[src/rtl/apex7_po_fifo.sv]
// Capture FIFO for the apex7 primary-output word with a registered head and a saturating drop counter.
// Optional build macro APEX7_PO_PARITY_EN adds a stored even-parity bit as out_po[PO_W].
module apex7_po_fifo #(
  parameter int PO_W  = 37,
  parameter int DEPTH = 4,
  parameter int AW    = 2,
  parameter int CNT_W = 8
) (
  input  logic             clk,
  input  logic             rst_n,
  input  logic             clr,
  input  logic             in_valid,
  output logic             in_ready,
  input  logic [PO_W-1:0]  in_po,
  output logic             out_valid,
  input  logic             out_ready,
`ifdef APEX7_PO_PARITY_EN
  output logic [PO_W:0]    out_po,
`else
  output logic [PO_W-1:0]  out_po,
`endif
  output logic [AW:0]      level,
  output logic [CNT_W-1:0] drop_cnt
);

`ifdef APEX7_PO_PARITY_EN
  localparam int MW = PO_W + 1;
`else
  localparam int MW = PO_W;
`endif
  localparam logic [AW:0] FULL_LVL = (AW+1)'(DEPTH);

  function automatic logic [CNT_W-1:0] sat_inc(input logic [CNT_W-1:0] v);
    return (&v) ? v : v + CNT_W'(1);
  endfunction

  logic [MW-1:0] mem [DEPTH];
  logic [MW-1:0] wdata;
  logic [AW-1:0] wr_ptr, rd_ptr, rd_ptr_nxt;
  logic [AW:0]   level_nxt, remain;
  logic          push, pop, head_vld, drop;

`ifdef APEX7_PO_PARITY_EN
  assign wdata = {^in_po, in_po};
`else
  assign wdata = in_po;
`endif

  // A flush discards both sides of the handshake for this cycle.
  assign push       = in_valid & in_ready & ~clr;
  assign pop        = out_valid & out_ready & ~clr;
  assign drop       = in_valid & ~in_ready & ~clr;
  assign level_nxt  = level + {{AW{1'b0}}, push} - {{AW{1'b0}}, pop};
  assign rd_ptr_nxt = rd_ptr + {{(AW-1){1'b0}}, pop};
  // Only entries already stored before this edge may become the head, so a
  // word written this edge is never read back on the same edge.
  assign remain     = level - {{AW{1'b0}}, pop};
  assign head_vld   = (remain != '0);

  always_ff @(posedge clk) begin
    if (push) mem[wr_ptr] <= wdata;
  end

  always_ff @(posedge clk or negedge rst_n) begin
    if (!rst_n) begin
      wr_ptr    <= '0;
      rd_ptr    <= '0;
      level     <= '0;
      in_ready  <= 1'b0;
      out_valid <= 1'b0;
      out_po    <= '0;
      drop_cnt  <= '0;
    end else begin
      if (drop) drop_cnt <= sat_inc(drop_cnt);
      if (clr) begin
        wr_ptr    <= '0;
        rd_ptr    <= '0;
        level     <= '0;
        in_ready  <= 1'b1;
        out_valid <= 1'b0;
      end else begin
        wr_ptr    <= wr_ptr + {{(AW-1){1'b0}}, push};
        rd_ptr    <= rd_ptr_nxt;
        level     <= level_nxt;
        in_ready  <= (level_nxt != FULL_LVL);
        out_valid <= head_vld;
        if (head_vld) out_po <= mem[rd_ptr_nxt];
      end
    end
  end

endmodule

[config.mk]
export PLATFORM = sky130hd
export DESIGN_NAME = apex7_po_fifo
export DESIGN_NICKNAME = d
export VERILOG_FILES = /design/src/rtl/apex7_po_fifo.sv
export SDC_FILE = /design/constraint.sdc
export NUM_CORES = 1
export LEC_CHECK = 0
export CAP_MARGIN = 20
export CORE_AREA = 8 8 179 164
export CTS_CLUSTER_DIAMETER = 200
export DETAILED_ROUTE_END_ITERATION = 8
export DIE_AREA = 0 0 187 172
export HOLD_SLACK_MARGIN = 0.06
export SLEW_MARGIN = 20
export SYNTH_ARGS = -nofsm -noshare
export SYNTH_HDL_FRONTEND = slang
export SYNTH_SLANG_ARGS = --single-unit
[constraint.sdc]
create_clock -name clk -period 3.8 [get_ports clk]
set_input_delay 0.76 -clock clk [delete_from_list [all_inputs] [get_ports clk]]
set_output_delay 0.76 -clock clk [all_outputs]
set_load 0.03 [all_outputs]
==> summary.txt, run 1 <==
Outcome
  – Status: complete, no violations

Routing
  – Drt initial violations: between 300 and 400
  – WL final: just over 20000 um
  – DR vias: about 6000
  – Wire length per cell: between 15 and 20 um
  – Antenna viol nets, final: 0
  – Via density: around 5.2
  – DRC: 0
  – DRT Pass-1 Iters: 4

CTS
  – Later-pin clock latency in the skew report: between 0.4 and 0.5 ns
  – Clock tree buffer depth: 3
  – # resized after CTS: 0
  – H-tree Lvls: 1
  – Clk root buf: clkbuf_16
  – CTS buffer count: 23
  – CTS tree: yes
  – Setup bufs post-CTS: 0
  – Hold Buf Count CTS: 0
  – Worst-path clk slew: approximately 0.060 ns
  – TritonCTS Sinks: slightly above 200

Global routing
  – Vias in the first global route: about 6000
  – Largest net degree at the start of global routing: roughly 110
  – Met3 GRT Util: 0.0272
  – Grt ovf: 0
  – First-pass GRT wire length: 33000 um
  – GRT busiest layer: met2
  – Tot GR Track Use: 0.127
  – Met1 Track Usage GR: 0.163
  – Routing usage on met2: 0.216
  – Initial antenna violation count: 2

Job
  – Max-Cap Viols: 0

Setup path
  – Critical Path Source: clr
  – Kind of critical path: primary input to register
  – CP Max Fanout: 5
  – Crit. End Element: register
  – Worst r2r path cells: 4
  – CP arrival: ~2.9 ns
  – R2R setup slack: about 1.5 ns
  – Worst R2R End: out_po[8]
  – Worst setup path end: in_ready
  – Critical Path RT: roughly 4.2 ns
  – Critical path launch point type: primary input
  – Reg2reg start: rd_ptr[0]

Logic synthesis
  – Post-Syn Nets: approximately 740
  – FF+latch count, synth: between 200 and 250
  – Yosys cell types: 34
  – Synth Instances: between 600 and 700
  – Dominant synthesized flop cell: edfxtp_1
  – EDFF count, synth: between 100 and 150
  – Post-Syn Area per Cell: between 10 and 15 sq um
  – Synthesized area: between 9000 and 10000 sq um
  – Sequential cell area fraction in the yosys report: 0.638
  – Synthesis warning total: 0
  – Synth async-reset ratio: 0.267

Final layout
  – # diodes: 0
  – Most common cell after layout, fill and taps aside: edfxtp_1
  – Area delta synth->final: 23.1%
  – Most frequent cells in the layout: 148 x edfxtp_1, 90 x clkdlybuf4s50_1, 76 x nor3_1
  – Fraction of layout cells with a size suffix above 1: 0.126
  – NumNets Final: ~820

STA
  – Setup TNS: 0 ns
  – Post-layout minimum cycle time: between 2 and 3 ns
  – Period utilisation layout: 0.672
  – Final Slew Violations: 0
  – Worst Tran Pin Value: between 1 and 1.5 ns
  – Max Freq: around 400 MHz
  – Unrepaired setup endpoints after global routing: false
  – Fin Hold WS: about 0.38 ns
  – Final setup vio count: 0
  – Hold Vio Cnt, Final: 0
  – Worst Skew: 0.0149 ns
  – Slew HR: 0.291

Floorplanning
  – Die area: roughly 32000 sq um
  – Core Rows: between 50 and 60
  – Core area: 26500 sq um
  – # IOs: between 90 and 100
  – Die Span X: ~190 um
  – Initial Util: 0.344
  – Die H: 172 um

Worst hold path
  – Hold/Removal Path Class: primary input to asynchronous set/reset pin

Pwr
  – Leakage: around 0.0037 uW
  – Power Dens Cells: ~630 nW/um^2
  – VDD IR max: 431 uV

Placed design
  – HPWL after DPL: ~12000 um
  – Gpl congestion: around 0.72
  – Port bufs: just over 90
## worst min path at each step
stage,start,to,slack [ns]
2_1_floorplan,rst_n,drop_cnt[0],0.46
3_3_place_gp,out_po[13],out_po[13],0.46
3_5_place_dp,out_po[13],out_po[13],0.46
4_1_cts,rst_n,out_po[0],0.40
5_1_grt,rst_n,out_po[2],0.44
6_report,rst_n,wr_ptr[0],0.38
## power by group
part | total (uW) | leakage [uW] | internal (uW) | switching (uW)
Sequential | 2960 | 0.00203 | 2680 | 278
Combinational | 1960 | 0.00131 | 847 | 1120
Clock | 2170 | 0.000366 | 1340 | 828
Total | 7090 | 0.00370 | 4870 | 2220
## critical path, stage by stage
cell and delay (ns):
clkdlybuf4s50_1 0.47, inv_1 0.08, nand3_1 0.23, inv_1 0.16, nor2_1 0.21, a21o_1 0.12, ha_1 0.13, inv_1 0.05
fa_1 0.37, xnor2_1 0.13, nor2_1 0.12, nand3b_1 0.09
## cell type report
type	instances	area, sq um
Clock buffer	34	667
Clock inverter	6	81.3
Fill cell	2429	15300
Inverter	4	15.0
Multi-Input combinational cell	431	3040
Sequential cell	202	5800
Tap cell	354	443
Timing Repair Buffer	107	1140
## Yosys cell counts, types with 2 or more instances
master,instances,area share
o21a_1,37,0.031
edfxtp_1,148,0.49
nand2_1,45,0.019
o31a_1,38,0.037
buf_4,10,0.0083
nand4_1,2,0.0014
xnor2_1,2,0.0019
nor3_1,77,0.042
and3b_1,2,0.0019
nor3b_1,38,0.031
o221ai_1,37,0.036
nor2b_1,2,0.0014
nand3_1,3,0.0017
nand3b_1,2,0.0017
inv_1,4,0.0017
mux2_2,39,0.048
buf_2,28,0.015
dfrtp_1,54,0.15
ha_1,3,0.0041
clkbuf_1,23,0.0095
xor2_1,6,0.0058
o31ai_1,37,0.031
nor2_1,47,0.019
a21oi_1,4,0.0022
## per-stage QoR
stage | setup WS [ns] | util | cell area (sq um) | std cells | total power [uW]
6_report | 1.25 | 0.423 | 11200 | 1138 | 7090
3_3_place_gp | 0.826 | 0.395 | 10400 | 1098 | 4970
4_1_cts | 1.25 | 0.423 | 11200 | 1138 | 7190
2_1_floorplan | 0.493 | - | 9100 | 698 | 4180
5_1_grt | 1.05 | 0.423 | 11200 | 1138 | 7450
3_5_place_dp | 0.747 | 0.395 | 10400 | 1098 | 4980
## state kept, by name, indices dropped and copies added (netlist names)
register,cells
rd_ptr,2
wr_ptr,2
out_po,37
level,3
in_ready,1
out_valid,1
mem,148
drop_cnt,8
## cell families after synthesis
kind of cell,count (synthesis),share of synthesized area
xor+xnor,8,0.00771
buf+inv,65,0.0348
fa+ha+maj,4,0.00633
flops,202,0.638
compound gates,158,0.141
simple gates,221,0.123
mux,40,0.0494
## layer usage
metal  part of all wire  up-vias
li1                   -     2849
met1               0.47     2939
met2               0.47      122
met3              0.041       39
met4              0.021        4
met5             0.0013        -
Note: power is estimated with default switching activity, not from simulation.
==> inputs of run 2 (changes only) <==
==> constraint.sdc (replaced) <==
create_clock -name clk -period 2.65 [get_ports clk]
set_input_delay 0.53 -clock clk [delete_from_list [all_inputs] [get_ports clk]]
set_output_delay 0.53 -clock clk [all_outputs]
set_load 0.03 [all_outputs]
==> run 2 against run 1 <==
Worst setup slack worse by 0.90 ns. Routed wire length is 2.8% higher. Final cell count is 1.2% higher. First-iteration DRC count is 2.1% lower. Register-to-register slack worse by 0.83 ns. Global-route usage is 0.51 points higher.
==> summary.txt, run 2 (synthesis gave the netlist of run 1 again) <==
Outcome
  – Status: complete, no violations

Global routing
  – First-pass GRT wire length: roughly 34000 um
  – Tot GR Track Use: 0.132
  – Vias in the first global route: 6174
  – Grt ovf: 0
  – Initial antenna violation count: 1
  – Largest net degree at the start of global routing: 76

Floorplanning
  – Core area: 26500 sq um
  – Die area: between 30000 and 40000 sq um
  – # IOs: between 90 and 100
  – Die H: approximately 170 um
  – Die Span X: approximately 190 um
  – Initial Util: 0.344
  – Core Rows: between 50 and 60

CTS
  – TritonCTS Sinks: around 200
  – # resized after CTS: 0
  – Clock tree buffer depth: 3
  – Setup bufs post-CTS: 0
  – Later-pin clock latency in the skew report: about 0.50 ns
  – H-tree Lvls: 1
  – Worst-path clk slew: about 0.06 ns
  – Clk root buf: clkbuf_16
  – CTS tree: yes
  – CTS buffer count: 23

STA
  – Period utilisation layout: 0.869
  – Final setup vio count: 0
  – Post-layout minimum cycle time: 2.30 ns
  – Final Slew Violations: 0
  – Unrepaired setup endpoints after global routing: false
  – Max Freq: roughly 430 MHz
  – Worst Tran Pin Value: ~0.59 ns
  – Final worst slack: between 0.3 and 0.4 ns
  – Worst Skew: ~0.012 ns
  – Slew HR: 0.609
  – Setup TNS: 0 ns
  – Hold Vio Cnt, Final: 0

Setup path
  – CP Cell Sequence: clkdlybuf4s50_1
  – Crit path max-delay family: buffers and inverters
  – CP bufs+invs: 1
  – CP arrival: between 1.5 and 2 ns
  – Critical path's slowest cell: clkdlybuf4s50_1
  – Critical path launch point type: register
  – Crit. End Element: output port
  – Kind of critical path: register to output port
  – Critical Path RT: ~2.1 ns
  – CP Max Fanout: 8
  – Critical path's largest stage delay: about 0.74 ns

Pwr
  – Power Dens Cells: between 900 and 1000 nW/um^2
  – VDD IR max: around 740 uV
  – Leakage: about 0.0038 uW

Placed design
  – Port bufs: roughly 90
  – HPWL after DPL: 12500 um
  – Gpl congestion: 0.733
  – DP Worst Slack: 0.0494 ns
  – Placed insts: ~1100

Routing
  – Wire length on met2: roughly 10000 um
  – WL final: between 20000 and 25000 um
  – Wire length per cell: 18.4 um
  – Antenna viol nets, final: 0
  – DRT Pass-1 Iters: 4
  – Routed wl met3: roughly 920 um
  – Drt initial violations: ~320
  – Via density: around 5.2
  – DR vias: 6038
  – Wl on met1: between 9000 and 10000 um
  – DRC: 0
  – Top layer in use: met5

Final layout
  – Footprint of the multi-input gates: between 3000 and 4000 sq um
  – FF+latch area: between 5000 and 6000 sq um
  – Layout Cells excl Fill: about 1200
  – Fraction of layout cells with a size suffix above 1: 0.143
  – Biggest register: mem
  – NumNets Final: ~830
  – # fillers: approximately 2400
  – # diodes: 0
  – Flip-flop count of the largest register after layout: between 100 and 150
  – Biggest regs: mem (148), out_po (37), drop_cnt (8)
  – Area delta synth->final: 24.7%
  – Most common cell after layout, fill and taps aside: edfxtp_1
  – Most frequent cells in the layout: 148 x edfxtp_1, 90 x clkdlybuf4s50_1, 76 x nor3_1

Job
  – Max-Cap Viols: 0

Worst hold path
  – Hold/Removal Path Class: register to register
==> run 2: cell count changes in the layout (fill, tap and decap cells not counted), sizes merged <==
| cell | delta |
|---|---|
| clkbuf | -6 |
| buf | +12 |
| clkinvlp | +1 |
| dlygate4sd3 | +1 |
| clkinv | +6 |
| inv | -1 |
| bufinv | +1 |
==> run 2: worst paths after layout <==
| check | startpoint | end | slack [ns] | cells after the start |
|---|---|---|---|---|
| worst max-delay path | out_valid | out_valid | 0.35 | 1 |
| worst min-delay path | out_po[17] | out_po[17] | 0.47 | 2 |
| worst max register to register | out_valid | in_ready | 0.63 | 9 |
| worst min register to register | out_po[17] | out_po[17] | 0.47 | 2 |
| max in group asynchronous | rst_n | drop_cnt[7] | 1.47 | 3 |
| min in group asynchronous | rst_n | out_po[29] | 0.57 | 2 |
==> run 2: area by class of cell <==
type,count,share of cell area
clock inverters,13,0.0123
repair buffers,120,0.113
multi-input cells,431,0.268
flip-flops and latches,202,0.512
inverters,4,0.00132
clock buffers,28,0.0542
well taps,354,0.0391
==> run 2: metal layers <==
layer / global-route usage / vias to the layer above
met5: 0 / -
met4: 0.0262 / 2
met3: 0.0298 / 28
met1: 0.169 / 3026
li1: - / 2874
met2: 0.228 / 108
==> run 2: through the flow <==
stage | hold slack [ns] | utilization | total power, uW | cell area (sq um)
5_1_grt | 0.505 | 0.428 | 10800 | 11300
3_3_place_gp | 0.461 | 0.399 | 7180 | 10600
3_5_place_dp | 0.467 | 0.399 | 7220 | 10600
6_report | 0.472 | 0.428 | 10300 | 11300
4_1_cts | 0.481 | 0.428 | 10400 | 11300
2_1_floorplan | 0.234 | - | 6000 | 9110
==> run 2: what timing repair did <==
item | CTS | global route
endpoints found under the setup margin | 0 | 0
hold buffers | 1 | 0
hold endpoints to repair | 20 | 0
==> run 2: power breakdown <==
group	total, uW	switching (uW)	internal, uW
logic	2920	1670	1250
registers	4190	347	3840
clock network	3160	1230	1930
==> inputs of run 3 (changes only) <==
--- a/config.mk
+++ b/config.mk
@@ -8,10 +8,11 @@
 export CAP_MARGIN = 20
 export CORE_AREA = 8 8 179 164
 export CTS_CLUSTER_DIAMETER = 200
+export CTS_CLUSTER_SIZE = 16
 export DETAILED_ROUTE_END_ITERATION = 8
 export DIE_AREA = 0 0 187 172
 export HOLD_SLACK_MARGIN = 0.06
-export SLEW_MARGIN = 20
+export SLEW_MARGIN = 5
 export SYNTH_ARGS = -nofsm -noshare
 export SYNTH_HDL_FRONTEND = slang
 export SYNTH_SLANG_ARGS = --single-unit
==> run 3 against run 2 <==
Total power fell by 8.8%. Critical endpoint unchanged. Non-clock buffer count shrank 1. Critical path depth unchanged. Global-route usage shrank 0.13 points. Clock skew fell by 0.0018 ns. Largest cell class unchanged. Via count shrank 0.36%. First-iteration DRC count decreased by 13%.
==> summary.txt, run 3 (synthesis gave the netlist of run 1 again) <==
Final layout
  – Biggest register: mem
  – NumNets Final: 820
  – Biggest regs: mem (148), out_po (37), drop_cnt (8)
  – Finished layout cell area: between 10000 and 15000 sq um
  – Most frequent cells in the layout: 148 x edfxtp_1, 90 x clkdlybuf4s50_1, 76 x nor3_1
  – Most common cell after layout, fill and taps aside: edfxtp_1
  – # diodes: 0
  – Area delta synth->final: 21.5%
  – Fraction of layout cells with a size suffix above 1: 0.124
  – Flip-flop count of the largest register after layout: 148

CTS
  – Worst-path clk slew: around 0.070 ns
  – Clock tree buffer depth: 3
  – Setup bufs post-CTS: 0
  – TritonCTS Sinks: approximately 200
  – Clk root buf: clkbuf_16
  – Later-pin clock latency in the skew report: ~0.47 ns
  – Hold Buf Count CTS: 0
  – H-tree Lvls: 1
  – # resized after CTS: 0
  – CTS buffer count: 16
  – CTS tree: yes

Routing
  – DR vias: approximately 6000
  – Via density: roughly 5.3
  – Antenna viol nets, final: 0
  – DRT Pass-1 Iters: 5
  – DRC: 0
  – WL final: about 21000 um
  – Drt initial violations: 279
  – Wire length per cell: roughly 19 um

Global routing
  – Vias in the first global route: 6167
  – Initial antenna violation count: 1
  – Tot GR Track Use: 0.131
  – First-pass GRT wire length: 34100 um
  – Largest net degree at the start of global routing: between 70 and 80
  – Grt ovf: 0

Worst hold path
  – Hold/Removal Path Class: primary input to asynchronous set/reset pin

Setup path
  – CP Max Fanout: 8
  – CP bufs+invs: 1
  – Kind of critical path: register to output port
  – Critical path's largest stage delay: 0.74 ns
  – Crit. End Element: output port
  – Crit path max-delay family: buffers and inverters
  – Critical Path RT: between 2 and 2.5 ns
  – Critical path launch point type: register
  – Critical path's slowest cell: clkdlybuf4s50_1
  – Critical Path Source: out_valid
  – Reg2reg start: out_valid
  – CP arrival: approximately 1.8 ns
  – CP Cell Sequence: clkdlybuf4s50_1

STA
  – Unrepaired setup endpoints after global routing: false
  – Slew HR: 0.606
  – Post-layout minimum cycle time: between 2 and 2.5 ns
  – Hold Vio Cnt, Final: 0
  – Final Slew Violations: 0
  – Max Freq: ~440 MHz
  – Worst Tran Pin Value: roughly 0.59 ns
  – Fin Hold WS: ~0.059 ns
  – Worst Skew: 0.0104 ns
  – Setup TNS: 0 ns
  – Period utilisation layout: 0.860
  – Final setup vio count: 0

Outcome
  – Status: complete, no violations

Placed design
  – Gpl congestion: between 0.7 and 0.8
  – Cell Area, Placed: between 10000 and 15000 sq um
  – HPWL after DPL: approximately 12000 um
  – Port bufs: 91

Floorplanning
  – Die H: between 150 and 200 um
  – Core Rows: 57
  – Die Span X: roughly 190 um
  – # IOs: 92
  – Initial Util: 0.344
  – Die area: approximately 32000 sq um
  – Core area: about 26000 sq um

Job
  – Max-Cap Viols: 0

Pwr
  – Power Dens Cells: approximately 850 nW/um^2
  – Leakage: 0.00363 uW
  – VDD IR max: ~400 uV
[run 3: cell types whose count changed in the layout (fill, tap and decap cells not counted), sizes merged]
cell         previous run  this run
bufinv                  3         0
clkinvlp                1         0
dlygate4sd3             1         0
clkinv                  9         1
clkbuf                 28        27
[run 3: per-stage QoR]
stage	utilization	power (uW)	setup WS (ns)	instances
global route	0.417	9900	0.318	1138
floorplan	-	6000	0.0933	698
finish	0.417	9370	0.370	1138
CTS	0.417	9500	0.355	1138
detailed placement	0.399	7220	0.0494	1110
global placement	0.399	7180	0.118	1110
[run 3: worst paths after layout]
check                             end  slack (ns)  depth (start not counted)
max                         out_valid        0.37                          1
min in group clk           out_po[17]        0.48                          2
max in group asynchronous   out_valid        1.99                          2
min reg2reg                out_po[17]        0.48                          2
min                         out_po[0]        0.06                          1
max reg2reg                  in_ready        0.63                          9
[run 3: power by group]
part / internal, uW / leakage [uW] / switching, uW
clock: 1200 / 0.000225 / 1060
combinational: 1250 / 0.00138 / 1670
sequential: 3830 / 0.00203 / 346
[run 3: area by class of cell]
type / instances / area, sq um
Fill cell: 2382 / 15400
Sequential cell: 202 / 5800
Multi-Input combinational cell: 431 / 3040
Timing Repair Buffer: 119 / 1270
Clock buffer: 27 / 463
Tap cell: 354 / 443
Inverter: 4 / 15.0
Clock inverter: 1 / 8.76
[run 3: metal layers]
layer / GRT usage / part of all wire / vias up
met1: 0.168 / 0.45 / 3020
li1: - / - / 2856
met5: 0 / 0.00062 / -
met2: 0.228 / 0.49 / 111
met3: 0.0250 / 0.039 / 27
met4: 0.0279 / 0.016 / 2
